### src/rtl/delayed_update_queue.sv
// Scheduled-write executor: each accepted request carries a data word and a delay,
// and is written into a single output register once the delay has elapsed.
module delayed_update_queue #(
    parameter int                DATA_W    = 16,
    parameter int                DEPTH     = 4,
    parameter int                DLY_W     = 4,
    parameter logic [DATA_W-1:0] RESET_VAL = '0
) (
    input  logic                       clock,
    input  logic                       reset_n,
    input  logic                       req_valid,
    output logic                       req_ready,
    input  logic [DATA_W-1:0]          req_data,
    input  logic [DLY_W-1:0]           req_delay,
    input  logic                       flush,
    output logic [DATA_W-1:0]          out_data,
    output logic                       out_update,
    output logic [$clog2(DEPTH+1)-1:0] pending
);

    localparam int IDX_W = $clog2(DEPTH);
    localparam int CNT_W = $clog2(DEPTH+1);

    // Handshake: a request transfers at a rising edge where req_valid and req_ready
    // are both high; req_ready depends only on registered occupancy and flush.
    logic [DEPTH-1:0]  slot_valid;
    logic [DATA_W-1:0] slot_data  [DEPTH];
    logic [DLY_W-1:0]  slot_count [DEPTH];
    // older[i][j] set means slot i was accepted before slot j.
    logic [DEPTH-1:0]  older      [DEPTH];

    logic [DEPTH-1:0]  mature;
    logic [IDX_W-1:0]  alloc_idx;
    logic [DATA_W-1:0] win_data;
    logic [DATA_W-1:0] next_out;
    logic [CNT_W-1:0]  valid_cnt;
    logic              youngest;
    logic              accept;
    logic              accept_now;
    logic              accept_slot;
    logic              apply;

    always_comb begin
        alloc_idx = '0;
        for (int i = DEPTH-1; i >= 0; i--) begin
            if (!slot_valid[i]) begin
                alloc_idx = IDX_W'(i);
            end
        end
    end

    always_comb begin
        mature = '0;
        for (int i = 0; i < DEPTH; i++) begin
            mature[i] = slot_valid[i] && (slot_count[i] == DLY_W'(1));
        end
    end

    // Among slots maturing together, the most recently accepted one supplies the data.
    always_comb begin
        win_data = '0;
        youngest = 1'b0;
        for (int i = 0; i < DEPTH; i++) begin
            youngest = mature[i];
            for (int j = 0; j < DEPTH; j++) begin
                if (j != i && mature[j] && older[i][j]) begin
                    youngest = 1'b0;
                end
            end
            if (youngest) begin
                win_data = slot_data[i];
            end
        end
    end

    always_comb begin
        valid_cnt = '0;
        for (int i = 0; i < DEPTH; i++) begin
            valid_cnt = valid_cnt + CNT_W'(slot_valid[i]);
        end
    end

    assign req_ready   = ~(&slot_valid) & ~flush;
    assign accept      = req_valid & req_ready;
    assign accept_now  = accept & (req_delay == '0);
    assign accept_slot = accept & (req_delay != '0);
    assign apply       = ~flush & (accept_now | (|mature));
    // A zero-delay accept is always younger than any maturing slot.
    assign next_out    = accept_now ? req_data : win_data;
    assign pending     = valid_cnt;

    always_ff @(posedge clock or negedge reset_n) begin
        if (!reset_n) begin
            slot_valid <= '0;
            out_data   <= RESET_VAL;
            out_update <= 1'b0;
            for (int i = 0; i < DEPTH; i++) begin
                slot_data[i]  <= '0;
                slot_count[i] <= '0;
                older[i]      <= '0;
            end
        end else if (flush) begin
            slot_valid <= '0;
            out_update <= 1'b0;
        end else begin
            for (int i = 0; i < DEPTH; i++) begin
                if (mature[i]) begin
                    slot_valid[i] <= 1'b0;
                end else if (slot_valid[i]) begin
                    slot_count[i] <= slot_count[i] - DLY_W'(1);
                end
            end
            if (accept_slot) begin
                slot_valid[alloc_idx] <= 1'b1;
                slot_data[alloc_idx]  <= req_data;
                slot_count[alloc_idx] <= req_delay;
                older[alloc_idx]      <= '0;
                for (int j = 0; j < DEPTH; j++) begin
                    if (IDX_W'(j) != alloc_idx) begin
                        older[j][alloc_idx] <= 1'b1;
                    end
                end
            end
            if (apply) begin
                out_data <= next_out;
            end
            out_update <= apply;
        end
    end

endmodule
### config.mk
export PLATFORM = sky130hd
export DESIGN_NAME = delayed_update_queue
export DESIGN_NICKNAME = d
export VERILOG_FILES = /design/src/rtl/delayed_update_queue.sv
export SDC_FILE = /design/constraint.sdc
export NUM_CORES = 1
export LEC_CHECK = 0
export BUFFER_PORTS_ARGS = -buffer_cell sky130_fd_sc_hd__buf_2
export CAP_MARGIN = 20
export CORE_ASPECT_RATIO = 2
export CORE_MARGIN = 5
export CORE_UTILIZATION = 47
export DETAILED_ROUTE_END_ITERATION = 6
export PLACE_DENSITY = 0.7
export SLEW_MARGIN = 20
export SYNTH_ARGS = -nofsm -noshare
export SYNTH_HDL_FRONTEND = slang
export SYNTH_SLANG_ARGS = --single-unit
### constraint.sdc
create_clock -name clock -period 2.3 [get_ports clock]
set_input_delay 0.46 -clock clock [delete_from_list [all_inputs] [get_ports clock]]
set_output_delay 0.46 -clock clock [all_outputs]
set_load 0.01 [all_outputs]
==> metrics.txt <==
vias per cell=a little over 6; Synth async-reset ratio=100%; post-DP HPWL=10700 um; WP data required=roughly 1.8 ns; DRT Wirelength=roughly 18000 um; Slew @ Worst Pin=about 0.55 ns; final setup fails=2; Initial Utilization=48.2%; fill count=896; Synth Cell Area=around 5700 um^2; register area=~2800 um^2; Setup CP Type=register to output pin; Worst VDD drop=slightly below 0.0008 V; EDFF count, synth=0; crit path DAT=1.96 ns; Rel. slew slack=roughly 63%; vias in the first global route=~5400; Max-cap violations=0; share of layout cells above drive strength 1=between 30% and 40%; die area=around 14000 um^2; Fin. Hold Viols=0; Die Span X=about 90 um; hold slack=0.0358 ns; reg2reg start=slot_valid[0]; Remaining DRCs=0; Final Max Tran Viols=0; number of diodes=0; Slowest cell on crit path=fa_1; synth unique cells=57; # rows=56; Synth Area per Inst=~9.6 um^2; crit path time final=about 2.4 ns; Wirelength per Cell=~21 um; nets@finish=~700; Synth Flop Type=dfrtp_1; Sink Count=between 100 and 150; first-pass GRT wire length=roughly 27000 um; crit share post-route=105%; CTS tree=yes; final worst setup slack=-0.119 ns; synth warn=0; Fin Clk Skew=between 0.006 and 0.007 ns; total CTS buffers=17; worst path cell trace=inv_2, fa_1, inv_2, ha_4, ha_4, buf_6; core area=around 12000 um^2; gr usage total=24.6%; Synth area leader=dfrtp_1; Crit Path Max Fanout=2; Setup crit start kind=register; Root Driver=clkbuf_16; number of synthesized register bits=about 110; synthesis-to-layout area growth=34.5%; syn_nets=~630; unrepaired setup endpoints after global routing=true; Pwr Total=about 0.0079 W; status=finished with violations; initial antenna violation count=0; clk buf depth=2; Leak=approximately 3.4 nW; worst skew pair latency=slightly above 0.4 ns; Area contributors post-synth=dfrtp_1 50%, nand2_1 7.5%, mux2_2 5.8%; multi-input logic area=2900 um^2; boundary pin count=45; number of port buffers=between 40 and 50; cells after synthesis=593; Critical Path Start=slot_valid[3]; failing checks=setup timing; largest net degree at the start of global routing=41; Worst-path clk slew=about 0.060 ns; sequential-to-total area share from yosys stat=49.9%; DRT iter0 DRCs=between 300 and 400; H-tree level count=4; total congestion overflow=0; Placer Congestion=between 0.8 and 0.9; DR pass1 iterations=5; Die Span Y=~170 um; CP Capture Type=output pin; pwr dens=1030 nW/um^2; hold_buf cts=0; DR vias=approximately 5200; Crit path largest cell delay=around 0.53 ns; top cell type's share of synthesized area=between 40% and 50%; Max Clk Rate=0.413 GHz; antenna-violating nets left=0; Min-Delay Path Class=primary input to async pin
## flip-flops by register name (all words and copies together) (netlist names), named ones only
name        count
slot_data      64
out_data       16
slot_valid      4
slot_count     16
older           4
out_update      1
## logic make-up after synthesis
logic type	Yosys count	share of synthesized area (%)
AND/OR/NAND/NOR	230	18.8
AO/OA/AOI/OAI	131	16.6
flip-flops	113	49.9
buffers and inverters	76	5.83
multiplexers	30	5.96
adder cells (fa/ha/maj)	12	2.78
XOR/XNOR	1	0.155
## cell usage in the layout (no fill, tap or decap), drive strengths merged, types with 2 or more instances in the layout
master and instances:
o221ai 16, mux2 30, clkinv 4, dfrtp 113, and4bb 3, a21oi 38, or3 2, bufinv 4
or4 2, o2bb2ai 2, inv 37, nor2b 2, a221o 3, o22ai 3, nor4 11, o211ai 2
nand2b 3, ha 11, nand2 114, clkinvlp 2, or2 3, a22oi 4, clkbuf 23, o21ai 20
a22o 2, o32ai 16, nor3 21, a311oi 16, nand3 6, nor2 56, buf 106
## metrics by stage
step	utilization (%)	worst slack, ns	TNS [ns]	cells	area, um^2
floorplan	-	0.0776	0	593	5670
global placement	54.0	-0.0794	-1.17	790	6360
detailed placement	54.0	-0.202	-2.43	790	6360
CTS	61.4	-0.110	-0.688	831	7230
global route	64.8	-0.174	-0.557	839	7620
finish	64.8	-0.119	-0.160	839	7620
## layer usage
| layer | up-vias | track usage, % | wire [um] |
|---|---|---|---|
| met5 | - | 0 | 0 |
| met4 | 0 | 15.9 | 1130 |
| met3 | 82 | 6.06 | 1100 |
| met2 | 263 | 43.6 | 9710 |
| met1 | 2584 | 25.0 | 5990 |
| li1 | 2277 | - | - |
## repair_timing
action / in CTS / in global routing
pin swaps: 10 / 16
cloned: 2 / 3
setup buffers: 9 / 6
endpoints found under the setup margin: 21 / 76
gates resized for setup: 28 / 54
## path summary, 6_finish.rpt
path,to,slack [ns],cells after the start
worst min-delay path,out_data[11],0.04,1
worst min register to register,slot_data[9],0.48,2
worst max register to register,slot_data[58],0.01,7
worst max-delay path,pending[1],-0.12,6
min in group clock,slot_data[26],0.33,3
max in group asynchronous,out_data[9],1.65,2
## cell usage after synthesis, types with 2 or more instances
master and number:
buf_4 2, ha_1 11, a21oi_1 36, or4_1 2, o21ai_0 19, a22o_1 2, o32ai_1 16, nand2_1 114
clkbuf_1 14, buf_2 18, o22ai_1 3, inv_1 37, dfrtp_1 113, a311oi_1 16, nand2b_1 3, nor4_4 2
buf_1 3, o2bb2ai_1 2, nor3_1 20, or3_1 2, a21oi_2 2, o221ai_1 16, o211ai_1 2, nand3_1 5
nor2b_1 2, and4bb_2 2, or2_2 2, a22oi_1 4, a221o_1 3, nor2_1 56, buf_6 2, mux2_2 29
nor4_1 9
## critical path, delay by kind of cell, from the launching register on
family,cells,cell delay (ns)
buffers and inverters,3,0.24
flip-flops,1,0.40
adder cells (fa/ha/maj),3,0.91
## report_power, final
part           total (W)  switching (W)  leakage (nW)  internal [W]
clock            0.00278       0.000903         0.304       0.00188
combinational    0.00197       0.000965          1.75       0.00100
sequential       0.00313       0.000480          1.39       0.00265
## final cells by class
cell class | instances | share of cell area, %
multi-input cells | 404 | 38.0
flip-flops and latches | 113 | 37.1
repair buffers | 110 | 12.5
clock buffers | 20 | 6.12
well taps | 145 | 2.38
clock inverters | 10 | 2.08
inverters | 37 | 1.85
Note: power is estimated with default switching activity, not from simulation.
